===== src/rtl/mips_cpu_bus_pkg.sv =====
// Shared types and constants for the MIPS core bus master.
// Holds access sizes, FSM states and the latched request record.
package mips_cpu_bus_pkg;

  localparam int unsigned BUS_WORD_BYTES = 4;
  localparam int unsigned ADDR_W         = 32;
  localparam int unsigned DATA_W         = 8 * BUS_WORD_BYTES;
  localparam int unsigned BE_W           = BUS_WORD_BYTES;
  localparam int unsigned WAIT_W         = 32;

  typedef enum logic [1:0] {
    SIZE_BYTE = 2'b00,
    SIZE_HALF = 2'b01,
    SIZE_WORD = 2'b10
  } size_t;

  typedef enum logic [1:0] {
    IDLE   = 2'b00,
    ACCESS = 2'b01,
    RESP   = 2'b10
  } state_t;

  // Request attributes kept for the whole transaction.
  typedef struct packed {
    logic       is_data;
    logic       write;
    size_t      size;
    logic       sign;
    logic [1:0] lane;
  } req_t;

endpackage


===== src/rtl/mips_cpu_bus_master_if.sv =====
// Avalon-style memory bus between the bus master and the RAM responder.
// master: drives address/read/write/byteenable/writedata, samples waitrequest/readdata.
// slave : the responder side.
interface mips_cpu_bus_master_if;
  import mips_cpu_bus_pkg::*;

  logic [ADDR_W-1:0] address;
  logic              read;
  logic              write;
  logic [BE_W-1:0]   byteenable;
  logic [DATA_W-1:0] writedata;
  logic              waitrequest;
  logic [DATA_W-1:0] readdata;

  modport master (
    output address, read, write, byteenable, writedata,
    input  waitrequest, readdata
  );

  modport slave (
    input  address, read, write, byteenable, writedata,
    output waitrequest, readdata
  );

endinterface


===== src/rtl/mips_cpu_bus_lane_align.sv =====
// Combinational byte-lane steering for one bus access.
// Inputs : i_size, i_signed, i_lane (addr[1:0]), i_wdata (right-justified), i_readdata.
// Outputs: o_byteenable_c, o_writedata_c (lane-steered), o_rdata_c (extracted and
//          extended load data), o_misaligned_c.
module mips_cpu_bus_lane_align
  import mips_cpu_bus_pkg::*;
(
  input  size_t             i_size,
  input  logic              i_signed,
  input  logic [1:0]        i_lane,
  input  logic [DATA_W-1:0] i_wdata,
  input  logic [DATA_W-1:0] i_readdata,
  output logic [BE_W-1:0]   o_byteenable_c,
  output logic [DATA_W-1:0] o_writedata_c,
  output logic [DATA_W-1:0] o_rdata_c,
  output logic              o_misaligned_c
);

  logic [DATA_W-1:0] w_shifted;

  assign w_shifted     = i_readdata >> {i_lane, 3'b000};
  assign o_writedata_c = i_wdata << {i_lane, 3'b000};

  // Lane mask, load extraction and alignment check per access size.
  always_comb begin
    o_byteenable_c = 4'b1111;
    o_rdata_c      = w_shifted;
    o_misaligned_c = 1'b0;
    case (i_size)
      SIZE_BYTE: begin
        o_byteenable_c = 4'b0001 << i_lane;
        o_rdata_c      = {{(DATA_W-8){i_signed & w_shifted[7]}}, w_shifted[7:0]};
      end
      SIZE_HALF: begin
        o_byteenable_c = 4'b0011 << i_lane;
        o_rdata_c      = {{(DATA_W-16){i_signed & w_shifted[15]}}, w_shifted[15:0]};
        o_misaligned_c = i_lane[0];
      end
      default: begin
        o_misaligned_c = (i_lane != 2'b00);
      end
    endcase
  end

endmodule


===== src/rtl/mips_cpu_bus_master.sv =====
// Bus initiator for the MIPS core: arbitrates fetch and load/store requests,
// runs one Avalon-style transaction at a time and returns extended read data.
// Ports: clk, reset (async, active-low);
//        fetch side  i_req/i_addr -> i_done/i_rdata;
//        data side   d_req/d_write/d_size/d_signed/d_addr/d_wdata -> d_done/d_rdata;
//        err pulses with done on misalignment or wait timeout;
//        bus (master modport) to the memory responder.
module mips_cpu_bus_master
  import mips_cpu_bus_pkg::*;
#(
  parameter int unsigned WAIT_LIMIT = 0
) (
  input  logic                  clk,
  input  logic                  reset,
  input  logic                  i_req,
  input  logic [ADDR_W-1:0]     i_addr,
  output logic                  i_done,
  output logic [DATA_W-1:0]     i_rdata,
  input  logic                  d_req,
  input  logic                  d_write,
  input  logic [1:0]            d_size,
  input  logic                  d_signed,
  input  logic [ADDR_W-1:0]     d_addr,
  input  logic [DATA_W-1:0]     d_wdata,
  output logic                  d_done,
  output logic [DATA_W-1:0]     d_rdata,
  output logic                  err,
  mips_cpu_bus_master_if.master bus
);

  state_t              r_state;
  req_t                r_req;
  logic                r_read;
  logic                r_write;
  logic [ADDR_W-1:0]   r_address;
  logic [BE_W-1:0]     r_be;
  logic [DATA_W-1:0]   r_wdata;
  logic [WAIT_W-1:0]   r_wait_cnt;
  logic                r_i_done;
  logic                r_d_done;
  logic                r_err;
  logic [DATA_W-1:0]   r_i_rdata;
  logic [DATA_W-1:0]   r_d_rdata;

  req_t                w_sel;
  logic [DATA_W-1:0]   w_wdata_in;
  logic [BE_W-1:0]     w_be;
  logic [DATA_W-1:0]   w_wdata;
  logic [DATA_W-1:0]   w_rdata;
  logic                w_misaligned;
  logic                w_timeout;

  // In IDLE the aligner sees the winning live request; afterwards the latched one.
  always_comb begin
    w_sel      = r_req;
    w_wdata_in = '0;
    if (r_state == IDLE) begin
      if (d_req) begin
        w_sel.is_data = 1'b1;
        w_sel.write   = d_write;
        w_sel.size    = size_t'(d_size);
        w_sel.sign    = d_signed;
        w_sel.lane    = d_addr[1:0];
        w_wdata_in    = d_wdata;
      end else begin
        w_sel.is_data = 1'b0;
        w_sel.write   = 1'b0;
        w_sel.size    = SIZE_WORD;
        w_sel.sign    = 1'b0;
        w_sel.lane    = i_addr[1:0];
      end
    end
  end

  mips_cpu_bus_lane_align u_align (
    .i_size         (w_sel.size),
    .i_signed       (w_sel.sign),
    .i_lane         (w_sel.lane),
    .i_wdata        (w_wdata_in),
    .i_readdata     (bus.readdata),
    .o_byteenable_c (w_be),
    .o_writedata_c  (w_wdata),
    .o_rdata_c      (w_rdata),
    .o_misaligned_c (w_misaligned)
  );

  // Last allowed stalled cycle; never true when the limit is disabled.
  assign w_timeout = (WAIT_LIMIT != 0) && (r_wait_cnt == WAIT_W'(WAIT_LIMIT - 1));

  // Transaction FSM with arbiter, wait counter and registered outputs.
  always_ff @(posedge clk or negedge reset) begin
    if (!reset) begin
      r_state    <= IDLE;
      r_req      <= '0;
      r_read     <= 1'b0;
      r_write    <= 1'b0;
      r_address  <= '0;
      r_be       <= '0;
      r_wdata    <= '0;
      r_wait_cnt <= '0;
      r_i_done   <= 1'b0;
      r_d_done   <= 1'b0;
      r_err      <= 1'b0;
      r_i_rdata  <= '0;
      r_d_rdata  <= '0;
    end else begin
      r_i_done <= 1'b0;
      r_d_done <= 1'b0;
      r_err    <= 1'b0;
      case (r_state)
        IDLE: begin
          if (d_req || i_req) begin
            r_req <= w_sel;
            if (w_misaligned) begin
              // Reject without touching the bus.
              r_state <= RESP;
              r_err   <= 1'b1;
              if (w_sel.is_data) begin
                r_d_done  <= 1'b1;
                r_d_rdata <= '0;
              end else begin
                r_i_done  <= 1'b1;
                r_i_rdata <= '0;
              end
            end else begin
              r_state    <= ACCESS;
              r_read     <= ~w_sel.write;
              r_write    <= w_sel.write;
              r_address  <= {(d_req ? d_addr[ADDR_W-1:2] : i_addr[ADDR_W-1:2]), 2'b00};
              r_be       <= w_be;
              r_wdata    <= w_wdata;
              r_wait_cnt <= '0;
            end
          end
        end
        ACCESS: begin
          if (!bus.waitrequest) begin
            r_state <= RESP;
            r_read  <= 1'b0;
            r_write <= 1'b0;
            if (r_req.is_data) begin
              r_d_done <= 1'b1;
              if (!r_req.write) r_d_rdata <= w_rdata;
            end else begin
              r_i_done  <= 1'b1;
              r_i_rdata <= w_rdata;
            end
          end else if (w_timeout) begin
            r_state <= RESP;
            r_read  <= 1'b0;
            r_write <= 1'b0;
            r_err   <= 1'b1;
            if (r_req.is_data) begin
              r_d_done  <= 1'b1;
              r_d_rdata <= '0;
            end else begin
              r_i_done  <= 1'b1;
              r_i_rdata <= '0;
            end
          end else begin
            r_wait_cnt <= r_wait_cnt + WAIT_W'(1);
          end
        end
        RESP: begin
          r_state <= IDLE;
        end
        default: begin
          r_state <= IDLE;
        end
      endcase
    end
  end

  assign bus.address    = r_address;
  assign bus.read       = r_read;
  assign bus.write      = r_write;
  assign bus.byteenable = r_be;
  assign bus.writedata  = r_wdata;

  assign i_done  = r_i_done;
  assign i_rdata = r_i_rdata;
  assign d_done  = r_d_done;
  assign d_rdata = r_d_rdata;
  assign err     = r_err;

endmodule

===== src/flat_wrapper.sv =====
// flat-port wrapper written by rule: the top's interface ports become plain ports
module mips_cpu_bus_master_flat import mips_cpu_bus_pkg::*;
#(
  parameter int unsigned WAIT_LIMIT = 0
)
  (clk, reset, i_req, i_addr, i_done, i_rdata, d_req, d_write, d_size, d_signed, d_addr, d_wdata, d_done, d_rdata, err, bus_address, bus_read, bus_write, bus_byteenable, bus_writedata, bus_waitrequest, bus_readdata);
  mips_cpu_bus_master_if bus_i ();
  input  logic clk;
  input  logic reset;
  input  logic i_req;
  input  logic [ADDR_W-1:0] i_addr;
  output logic i_done;
  output logic [DATA_W-1:0] i_rdata;
  input  logic d_req;
  input  logic d_write;
  input  logic [1:0] d_size;
  input  logic d_signed;
  input  logic [ADDR_W-1:0] d_addr;
  input  logic [DATA_W-1:0] d_wdata;
  output logic d_done;
  output logic [DATA_W-1:0] d_rdata;
  output logic err;
  output wire logic [$bits(bus_i.address)-1:0] bus_address;
  output wire logic [$bits(bus_i.read)-1:0] bus_read;
  output wire logic [$bits(bus_i.write)-1:0] bus_write;
  output wire logic [$bits(bus_i.byteenable)-1:0] bus_byteenable;
  output wire logic [$bits(bus_i.writedata)-1:0] bus_writedata;
  input wire logic [$bits(bus_i.waitrequest)-1:0] bus_waitrequest;
  input wire logic [$bits(bus_i.readdata)-1:0] bus_readdata;
  assign bus_address = bus_i.address;
  assign bus_read = bus_i.read;
  assign bus_write = bus_i.write;
  assign bus_byteenable = bus_i.byteenable;
  assign bus_writedata = bus_i.writedata;
  assign bus_i.waitrequest = bus_waitrequest;
  assign bus_i.readdata = bus_readdata;
  mips_cpu_bus_master #(.WAIT_LIMIT(WAIT_LIMIT)) u_core (.clk(clk), .reset(reset), .i_req(i_req), .i_addr(i_addr), .i_done(i_done), .i_rdata(i_rdata), .d_req(d_req), .d_write(d_write), .d_size(d_size), .d_signed(d_signed), .d_addr(d_addr), .d_wdata(d_wdata), .d_done(d_done), .d_rdata(d_rdata), .err(err), .bus(bus_i));
endmodule

===== config.mk =====
export PLATFORM = sky130hd
export DESIGN_NAME = mips_cpu_bus_master_flat
export DESIGN_NICKNAME = d
export VERILOG_FILES = /design/src/rtl/mips_cpu_bus_pkg.sv /design/src/rtl/mips_cpu_bus_master_if.sv /design/src/rtl/mips_cpu_bus_lane_align.sv /design/src/rtl/mips_cpu_bus_master.sv /design/src/flat_wrapper.sv
export SDC_FILE = /design/constraint.sdc
export NUM_CORES = 1
export LEC_CHECK = 0
export CAP_MARGIN = 20
export CELL_PAD_IN_SITES_DETAIL_PLACEMENT = 2
export CELL_PAD_IN_SITES_GLOBAL_PLACEMENT = 2
export CORE_MARGIN = 10
export CORE_UTILIZATION = 25
export DETAILED_ROUTE_END_ITERATION = 12
export GPL_TIMING_DRIVEN = 0
export PLACE_DENSITY_LB_ADDON = 0.1
export SKIP_CTS_REPAIR_TIMING = 1
export SLEW_MARGIN = 20
export SYNTH_ARGS = -nofsm -noshare
export SYNTH_HDL_FRONTEND = slang
export SYNTH_HIERARCHICAL = 1
export SYNTH_SLANG_ARGS = --single-unit

===== constraint.sdc =====
create_clock -name clk -period 4.3 [get_ports clk]
set_clock_uncertainty 0.2 [all_clocks]
set_input_delay 0.86 -clock clk [delete_from_list [all_inputs] [get_ports clk]]
set_output_delay 0.86 -clock clk [all_outputs]
set_load 0.05 [all_outputs]

; Yosys cells after proc, flatten, opt, wreduce, memory -nomap -nowiden
; Cells that the tools add are included.
[op_classes]
eq_ne = 11
n_shift = 4
n_mux = 47
n_bitwise = 4
n_reduce_logical = 11
[ops]
columns = cell, n
row1 = 2-to-1 mux 32 bit, 13
row2 = one-hot mux 32 bit (2 select lines), 3
row3 = left shift 32 x 5 -> 32 bit, 1
row4 = right shift 32 x 5 -> 32 bit, 1
row5 = 2-to-1 mux 30 bit, 1
row6 = 2-to-1 mux 1 bit, 18
row7 = 2-to-1 mux 7 bit, 2
row8 = "inequality test 2 bit, second input constant", 7
row9 = one-hot mux 1 bit (2 select lines), 5
row10 = one-hot mux 4 bit (2 select lines), 1
row11 = AND reduction 7 bit, 1
row12 = 2-to-1 mux 2 bit, 3
row13 = AND reduction 6 bit, 1
row14 = "equality test 2 x 1 -> 1 bit, second input constant", 2
row15 = logical NOT 2 bit, 2
row16 = "inequality test 2 x 1 -> 1 bit, second input constant", 2
row17 = one-hot mux 2 bit (2 select lines), 1
row18 = AND reduction 2 bit, 2
row19 = AND reduction 4 bit, 1
row20 = nonzero test 2 bit, 2
row21 = "left shift 1 x 2 -> 4 bit, first input constant", 1
row22 = "left shift 2 x 2 -> 4 bit, first input constant", 1
row23 = AND reduction 3 bit, 1
row24 = bitwise AND 1 bit, 2
row25 = 2 further kinds, 3
[totals]
regBits = 144
in_bits = 137
out_inout_bits = 137
wordCells = 93

; Logic depth before layout (Yosys ltp)
; Gate-level depths: netlist (run 1).
[logic_depth]
depth_word = 9
depth_mapped = 13
ltp_nobuf = 8

; Cells and area by module
; Netlist (run 1), hierarchy kept.
[by_module_without_submodules]
columns = module, n_inst, cells_each, area_each_um2, seq_area_each_um2
row1 = mips_cpu_bus_master, 1, 449, 6367.4, 3603.5
row2 = mips_cpu_bus_lane_align, 1, 212, 1465.2, 0.0

; Worst setup path after synthesis (run 1)
; Ideal clock, no wire load.
[synth_timing]
path_kind = input to register
from = input port d_req
to = register u_core.r_d_rdata[10], in the netlist u_core/d_rdata[10]
setup_ns = 0.125
arrival_time_ns = 3.820
required_time_ns = 3.975
slack_ns = 0.156
stages = 13
path_buffers = 6
cell_sequence = buf_2 buf_1 mux2i_1 a21oi_1 buf_6 buf_2 buf_2 a21oi_1 nor2_1 nand3b_1 a2111oi_4 buf_6 mux2_2
[synth_rtl]
columns = item, line_no
row1 = start: declaration, flat_wrapper.sv:14  ; input logic d_req;
row2 = end signal: assignment, mips_cpu_bus_master.sv:143  ; if (!r_req.write) r_d_rdata <= w_rdata;
row3 = end: declaration, mips_cpu_bus_master.sv:43  ; logic [DATA_W-1:0] r_d_rdata;

==> results of run 1 <==
==> how the worst max path moves through the flow <==
stage	start	to	slack, ns	cells after the start
2_1_floorplan	d_req	u_core/d_rdata[10]$_DFFE_PN0P_	0.16	13
3_3_place_gp	reset	u_core/bus.address[21]$_DFFE_PN0P_	-4.47	1
3_5_place_dp	d_req	u_core/d_rdata[25]$_DFFE_PN0P_	-1.87	14
4_1_cts	d_req	u_core/d_rdata[10]$_DFFE_PN0P_	-1.41	14
5_1_grt	d_req	u_core/d_rdata[10]$_DFFE_PN0P_	0.1	13
6_report	d_req	u_core/d_rdata[25]$_DFFE_PN0P_	0.23	13
==> layer usage <==
| layer | wire length, um | track usage, % |
|---|---|---|
| met1 | 13600 | 19.8 |
| met2 | 15300 | 26.7 |
| met3 | 2270 | 6.03 |
| met4 | 270 | 3.28 |
| met5 | 19 | 0 |
==> stage by stage <==
step	total power, mW	area [um^2]	cells	setup slack (ns)	utilization, %
finish	9.58	11800	1366	0.234	38.3
global route	10.2	11800	1362	0.0958	38.3
CTS	9.71	11700	1360	-1.41	38.0
detailed placement	8.04	11100	1330	-1.87	36.0
global placement	7.99	11000	1329	-4.47	35.9
floorplan	5.93	7840	662	0.156	-
==> state kept, by name, indices dropped and copies added, names as in the netlist, 2 cells and up <==
register,cells
u_core/r_state,2
u_core/i_rdata,32
u_core/bus.address,30
u_core/bus.byteenable,4
u_core/r_req,7
u_core/bus.writedata,32
u_core/d_rdata,32
==> cell type report <==
type                    count  area (um^2)
multi-input cells         462         3940
diodes                      4         10.0
flip-flops and latches    144         3600
plain buffers              49          314
inverters                   4         15.0
fillers                  3212        19000
clock buffers              20          457
repair buffers            277         2780
clock inverters            10          161
well taps                 396          495
==> synth_stat cells, types with 2 or more instances <==
| cell | instances |
|---|---|
| dfrtp_1 | 144 |
| nand3b_1 | 5 |
| mux2_4 | 2 |
| buf_2 | 16 |
| nor2_1 | 17 |
| inv_1 | 4 |
| mux2_2 | 148 |
| a21oi_1 | 27 |
| or2_2 | 9 |
| a21o_1 | 2 |
| a2bb2oi_1 | 2 |
| nor2b_1 | 15 |
| a31oi_1 | 2 |
| buf_4 | 9 |
| and2_1 | 74 |
| nand2_1 | 34 |
| clkbuf_1 | 15 |
| o211ai_1 | 6 |
| a22oi_1 | 2 |
| a211oi_1 | 8 |
| a22o_1 | 6 |
| nor2_2 | 2 |
| buf_6 | 7 |
| o211ai_2 | 10 |
| mux2i_1 | 33 |
| mux2_1 | 20 |
| o21ai_0 | 20 |
| buf_1 | 3 |
==> cell usage in the layout (no fill, tap or decap), types with 6 or more instances in the layout <==
cell type / netlist / final
buf_6: 7 / 7
mux2_1: 20 / 20
dfrtp_1: 144 / 144
mux2_2: 148 / 148
buf_4: 9 / 14
o21ai_0: 20 / 20
clkdlybuf4s50_1: 0 / 270
buf_2: 16 / 13
a211oi_1: 8 / 8
a21oi_1: 27 / 26
nand2_1: 34 / 34
and2_1: 74 / 74
or2_2: 9 / 9
o211ai_1: 6 / 6
clkbuf_1: 15 / 14
o211ai_2: 10 / 10
nor2b_1: 15 / 15
mux2i_1: 33 / 33
clkbuf_16: 0 / 17
nor2_1: 17 / 15
==> cell families after synthesis <==
group / count (synthesis) / synth area share, %
compound gates: 94 / 9.20
buf+inv: 56 / 4.20
flops: 144 / 46.0
mux: 203 / 28.8
other cells: 1 / 0.0479
simple gates: 163 / 11.8
==> power breakdown <==
part / internal (mW) / switching (mW) / total, mW
combinational: 2.20 / 3.66 / 5.86
sequential: 1.86 / 0.261 / 2.12
clock: 0.995 / 0.612 / 1.61
total: 5.05 / 4.53 / 9.58
==> impl_results.md, run 1 <==
- Final Hold Viols: 0
- Die H: between 150 and 200 um
- FFs w/ async S/R, synth: 100%
- Max H-tree Level: 4
- Via count: between 6000 and 7000
- Post-route ant nets: 0
- Slew Viols, Final: 0
- Average size of a mapped cell: between 10 and 15 um^2
- Vias per inst: 4.57
- Port bufs: 271
- CP Cell Sequence: clkdlybuf4s50_1, buf_6, mux2i_1, a21oi_1, clkbuf_8, clkbuf_4, a21oi_1, nor2_4, nand3b_1, a2111oi_4, buf_4, buf_6, mux2_2
- Final period util: 94.6%
- Std cell rows: 64
- Syn Inst Count: roughly 660
- Root Buffer: clkbuf_16
- Die ar.: approximately 0.039 mm^2
- Maxcap violations: 0
- Buf/Inv on CP: 6
- Synth area leaders: dfrtp_1 (46%), mux2_2 (21%), and2_1 (5.9%), mux2i_1 (4.2%), mux2_1 (2.9%)
- F_max: 246 MHz
- Number of I/O pins: 274
- Initial antenna violation count: 4
- Die Wd: 197 um
- Worst rel slew slack: 50.0%
- Yosys top cell area share: 46.0%
- Core Area: ~0.031 mm^2
- CTS max path bufs: 2
- Worst hold path class: input port to async pin
- Sequential cell area fraction in the yosys report: between 40% and 50%
- Drt wl/cell: 23.0 um
- Ratio of cells with drive above 1 in the final layout: 26.2%
- Largest fanout on the critical path: 19
- Slowest cell on crit path: clkdlybuf4s50_1
- DRT Pass-1 Iters: 4
- Synth warn: 6
- Clock transition at path regs: 0.06 ns
- Top cell type by total area after synthesis: dfrtp_1
- Setup TNS: 0 ns
- CTS tree: built
- FF-to-FF Start: u_core/r_state[0]$_DFFE_PN0P_
- Post-Route WL: around 31 mm
- CTS sink cnt: 144
- Worst R2R Path Depth: 13
- Pwr dens: 814 mW/mm^2
- FF-to-FF End: u_core/d_rdata[25]$_DFFE_PN0P_
- Initial core utilization: 25.5%
- Largest net degree at the start of global routing: 81
- Initial DRC count: 177
- Critical path's largest stage delay: 0.60 ns
- Measured slew at the worst slew-check pin: 0.743 ns
- CTS buffer count: 17
- Critical Path RT: around 4.4 ns
- Global-route wire length before repair: around 47 mm
- Hold_ws: roughly 0.14 ns
- Area Overhead vs Synth: 50.3%
- Number of synthesized register bits: approximately 140
- Crit path max-delay family: buffers and inverters
- Worst Setup Start Kind: input port
- Crit end category: flop
- EDFF count, synth: 0
- Status: finished, final reports clean
- Critical path arrival: 4.18 ns
- Number of global-route vias before repair: slightly above 7000
- Clock period minus worst slack: 4.07 ns
- All-Layer GR Usage: 16.2%
- DPL Wire Length: between 20 and 25 mm
- Final nets: approximately 1100
- Final setup fails: 0
- R2R setup slack: just under 0.7 ns
- Peak supply drop: 0.000340 V
- Remaining DRCs: 0
- RSZ-0062 raised after global routing: false
- Distinct cells, synth: 47
- Total grt overflow: 0
- Top FF cell, synth: dfrtp_1
- Post-synthesis cell area: 0.00783 mm^2
- Critical path type: input port to flop
- Clk_lat worst skew: roughly 0.43 ns
- Placer congestion estimate: 0.733
- Leakage dissipation: 5.08 nW
Power figures use the tool's default switching activity.
==> inputs of run 2 (changes only) <==
--- a/config.mk
+++ b/config.mk
@@ -12,6 +12,7 @@
 export CORE_UTILIZATION = 25
 export DETAILED_ROUTE_END_ITERATION = 12
 export GPL_TIMING_DRIVEN = 0
+export HOLD_SLACK_MARGIN = 0.06
 export PLACE_DENSITY_LB_ADDON = 0.1
 export SKIP_CTS_REPAIR_TIMING = 1
 export SLEW_MARGIN = 20
==> results of run 2 <==
Same layout as run 1: the final DEF is identical, and so are final timing and power.
==> inputs of run 3 (changes only) <==
--- a/config.mk
+++ b/config.mk
@@ -11,12 +11,10 @@
 export CORE_MARGIN = 10
 export CORE_UTILIZATION = 25
 export DETAILED_ROUTE_END_ITERATION = 12
-export GPL_TIMING_DRIVEN = 0
 export HOLD_SLACK_MARGIN = 0.06
 export PLACE_DENSITY_LB_ADDON = 0.1
 export SKIP_CTS_REPAIR_TIMING = 1
 export SLEW_MARGIN = 20
 export SYNTH_ARGS = -nofsm -noshare
 export SYNTH_HDL_FRONTEND = slang
-export SYNTH_HIERARCHICAL = 1
 export SYNTH_SLANG_ARGS = --single-unit
==> impl_results.md, run 3 <==
- Die ar.: 0.0357 mm^2 (was 0.0388 mm^2)
- Largest fanout on the critical path: 41 (was 19)
- Critical Path RT: 4.41 ns (about the same)
- Die Wd: 189 um (was 197 um)
- Drt wl/cell: 22.0 um (was 23.0 um)
- CTS sink cnt: 144 (unchanged)
- Main combinational cell family by area after synthesis: compound AO/OA/AOI/OAI gates (was multiplexers)
- CP most frequent cell: mux2_2
- Synth area leaders: dfrtp_1 (50%), nand2_1 (9.0%), mux2_2 (8.4%), mux2i_1 (4.5%), o21ai_0 (4.3%) (was dfrtp_1 (46%), mux2_2 (21%), and2_1 (5.9%), mux2i_1 (4.2%), mux2_1 (2.9%))
- Root Buffer: clkbuf_16 (unchanged)
- Clock transition at path regs: 0.07 ns (was 0.06 ns)
- Buf/Inv on CP: 2 (was 6)
- Critical path arrival: 3.61 ns (was 4.18 ns)
- Setup WS pre-CTS: 0.381 ns (was -1.87 ns)
- Worst hold path class: input port to async pin (unchanged)
- Slowest cell on crit path: a31oi_2 (was clkdlybuf4s50_1)
- Synth Area in XOR/XNOR: 0.245% (was 0%)
- CTS max path bufs: 2 (unchanged)
- Top cell type by total area after synthesis: dfrtp_1 (unchanged)
- Sequential cell area fraction in the yosys report: 50.5% (was 46.0%)
- Commonest non-fill, non-tap cell in the layout: clkdlybuf4s50_1 (unchanged)
- Post-synthesis simple-gate area fraction: 16.0% (was 11.8%)
- Core Area: 0.0280 mm^2 (was 0.0307 mm^2)
- Post-route ant nets: 0 (unchanged)
- Maxcap violations: 0 (unchanged)
- Leakage dissipation: 4.73 nW (was 5.08 nW)
- Slew Viols, Final: 0 (unchanged)
- CP Cell Sequence: clkdlybuf4s50_1, mux2_2, mux2i_4, buf_4, o211ai_1, a31oi_2, nor3_1, mux2_2 (was clkdlybuf4s50_1, buf_6, mux2i_1, a21oi_1, clkbuf_8, clkbuf_4, a21oi_1, nor2_4, nand3b_1, a2111oi_4, buf_4, buf_6, mux2_2)
- Std cell rows: 61 (was 64)
- Crit path max-delay family: buffers and inverters (unchanged)
- Final nets: 1150 (was 1092)
- Met2 Use GR: 28.1% (was 26.7%)
- Syn Inst Count: 748 (was 661)
- Worst rel slew slack: 45.0% (was 50.0%)
- Area Overhead vs Synth: 53.1% (was 50.3%)
- Gate power share: 59.3% (was 61.1%)
- Sw frac: 50.9% (was 47.3%)
- Initial core utilization: 25.5% (about the same)
- Final setup fails: 0 (unchanged)
- GRT met1 Usage: 21.8% (was 19.8%)
- Number of global-route vias before repair: 7497 (was 7120)
- Via count: 6648 (was 6240)
- Ratio of cells with drive above 1 in the final layout: 12.6% (was 26.2%)
- GRT busiest layer: met2 (unchanged)
- Clock power share: 16.5% (was 16.8%)
- All-Layer GR Usage: 17.2% (was 16.2%)
- Final Hold Viols: 0 (unchanged)
- Critical path type: input port to flop (unchanged)
- Measured slew at the worst slew-check pin: 0.823 ns (was 0.743 ns)
- Top FF cell, synth: dfrtp_1 (unchanged)
- DRT Pass-1 Iters: 4 (unchanged)
- Number of I/O pins: 274 (unchanged)
- Remaining DRCs: 0 (unchanged)
- Non-Filler Instances: 1405 (was 1366)
- Post-Route WL: 30.9 mm (was 31.4 mm)
- Yosys top cell area share: 50.5% (was 46.0%)
- DPL Wire Length: 23.8 mm (was 24.3 mm)
- Setup TNS: 0 ns (unchanged)
- Met3 usage: 5.02% (was 6.03%)
- Number of synthesized register bits: 144 (unchanged)
- Clock period minus worst slack: 3.49 ns (was 4.07 ns)
- Most frequent cells after synthesis: nand2_1 (171), dfrtp_1 (144), o21ai_0 (61), nor2_1 (58), mux2_2 (53) (was mux2_2 (148), dfrtp_1 (144), and2_1 (74), nand2_1 (34), mux2i_1 (33))
- Post-synthesis mux area share: 13.0% (was 28.8%)
- Crit end category: flop (unchanged)
- Critical path's largest stage delay: 0.58 ns (was 0.60 ns)
- CTS tree: built (unchanged)
- Synth Area in Compound Gates: 16.5% (was 9.20%)
- Average size of a mapped cell: 9.55 um^2 (was 11.8 um^2)
- Largest net degree at the start of global routing: 79 (was 81)
- Internal: 4.58 mW (was 5.05 mW)
- Die H: 189 um (was 197 um)
- Status: finished, final reports clean (unchanged)
- Final WS setup: 0.808 ns (was 0.234 ns)
- RSZ-0062 raised after global routing: false (unchanged)
- Fin util: 39.0% (was 38.3%)
- Initial DRC count: 260 (was 177)
- Most frequent cell after synthesis: nand2_1 (was mux2_2)
- EDFF count, synth: 0 (unchanged)
- Distinct cells, synth: 57 (was 47)
- Total grt overflow: 0 (unchanged)
- Port bufs: 271 (unchanged)
- Global-route wire length before repair: 47.8 mm (was 47.3 mm)
- Post-synthesis cell area: 0.00714 mm^2 (was 0.00783 mm^2)
- F_max: 286 MHz (was 246 MHz)
- Clk_lat worst skew: 0.43 ns (about the same)
- Peak supply drop: 0.000258 V (was 0.000340 V)
- Initial antenna violation count: 1 (was 4)
- Dpl cells: 1372 (was 1330)
- Post-Synth Adder-Cell Area: 0% (unchanged)
- CTS buffer count: 17 (unchanged)
- Pwr dens: 853 mW/mm^2 (was 814 mW/mm^2)
- Most frequent cells in the layout: clkdlybuf4s50_1 (269), nand2_1 (170), dfrtp_1 (144) (was clkdlybuf4s50_1 (270), mux2_2 (148), dfrtp_1 (144))
- Switching pwr: 4.75 mW (was 4.53 mW)
- Final period util: 81.2% (was 94.6%)
- Vias per inst: 4.73 (was 4.57)
- Synth warn: 0 (was 6)
- Max H-tree Level: 4 (unchanged)
- Placer congestion estimate: 0.789 (was 0.733)
- FFs w/ async S/R, synth: 100% (unchanged)
- Seq pwr share: 24.2% (was 22.1%)
- Overall power: 9.33 mW (was 9.58 mW)
- Worst Setup Start Kind: input port (unchanged)
run 3: cell count changes after synthesis, sizes merged, moves of 12 or more:
cell    before  now
a21oi       27   47
a221oi       1   14
and2        74    2
mux2       170   53
nand2       34  171
nand3        0   21
nor2        19   59
nor2b       15    3
o21ai       20   65
run 3: final timing paths:
kind,slack [ns],start,cells after the start,to
max in group asynchronous,2.75,reset,2,u_core.i_rdata[18]$_DFFE_PN0P_
min reg2reg,0.27,u_core.bus.writedata[10]$_DFFE_PN0P_,2,u_core.bus.writedata[10]$_DFFE_PN0P_
min,0.27,reset,1,u_core.bus.writedata[3]$_DFFE_PN0P_
max,0.81,d_addr[0],8,u_core.d_rdata[10]$_DFFE_PN0P_
min in group clk,0.27,u_core.bus.writedata[10]$_DFFE_PN0P_,2,u_core.bus.writedata[10]$_DFFE_PN0P_
max reg2reg,0.90,u_core.r_state[1]$_DFFE_PN0P_,8,u_core.i_rdata[12]$_DFFE_PN0P_
run 3: area by class of cell:
cell class | instances | area [um^2]
multi-input combinational | 548 | 3310
fill | 3080 | 17100
antenna | 1 | 2.50
sequential | 144 | 3600
clock buffer | 17 | 425
clock inverter | 15 | 171
inverter | 2 | 7.51
tap | 378 | 473
timing repair buffer | 300 | 2940
run 3: layer usage:
layer,up-vias,wire length (um)
li1,3160,-
met1,3322,14100
met2,149,14800
met3,17,1770
met4,0,318
met5,-,0
run 3: kinds of logic (layout without fill, tap and decap cells):
kind of cell,after synthesis,after routing
AO/OA/AOI/OAI,181,181
AND/OR/NAND/NOR,277,277
other,1,3
buffers and inverters,57,334
flip-flops,144,144
XOR/XNOR,2,2
multiplexers,86,86
run 3: through the flow:
stage                     hold slack, ns  instance area, um^2
after detailed placement           0.261                10300
final                              0.265                10900
after global routing               0.309                10900
after CTS                          0.277                10900
after global placement             0.257                10300
after floorplan                    0.274                 7150
run 3: power by group through the flow:
stage / registers, mW / logic [mW] / clock network, mW
2_1_floorplan: 3.92 / 1.84 / 0
3_3_place_gp: 2.27 / 5.54 / 0
3_5_place_dp: 2.29 / 5.60 / 0
4_1_cts: 2.27 / 5.62 / 1.58
5_1_grt: 2.35 / 5.93 / 1.65
6_report: 2.26 / 5.53 / 1.54
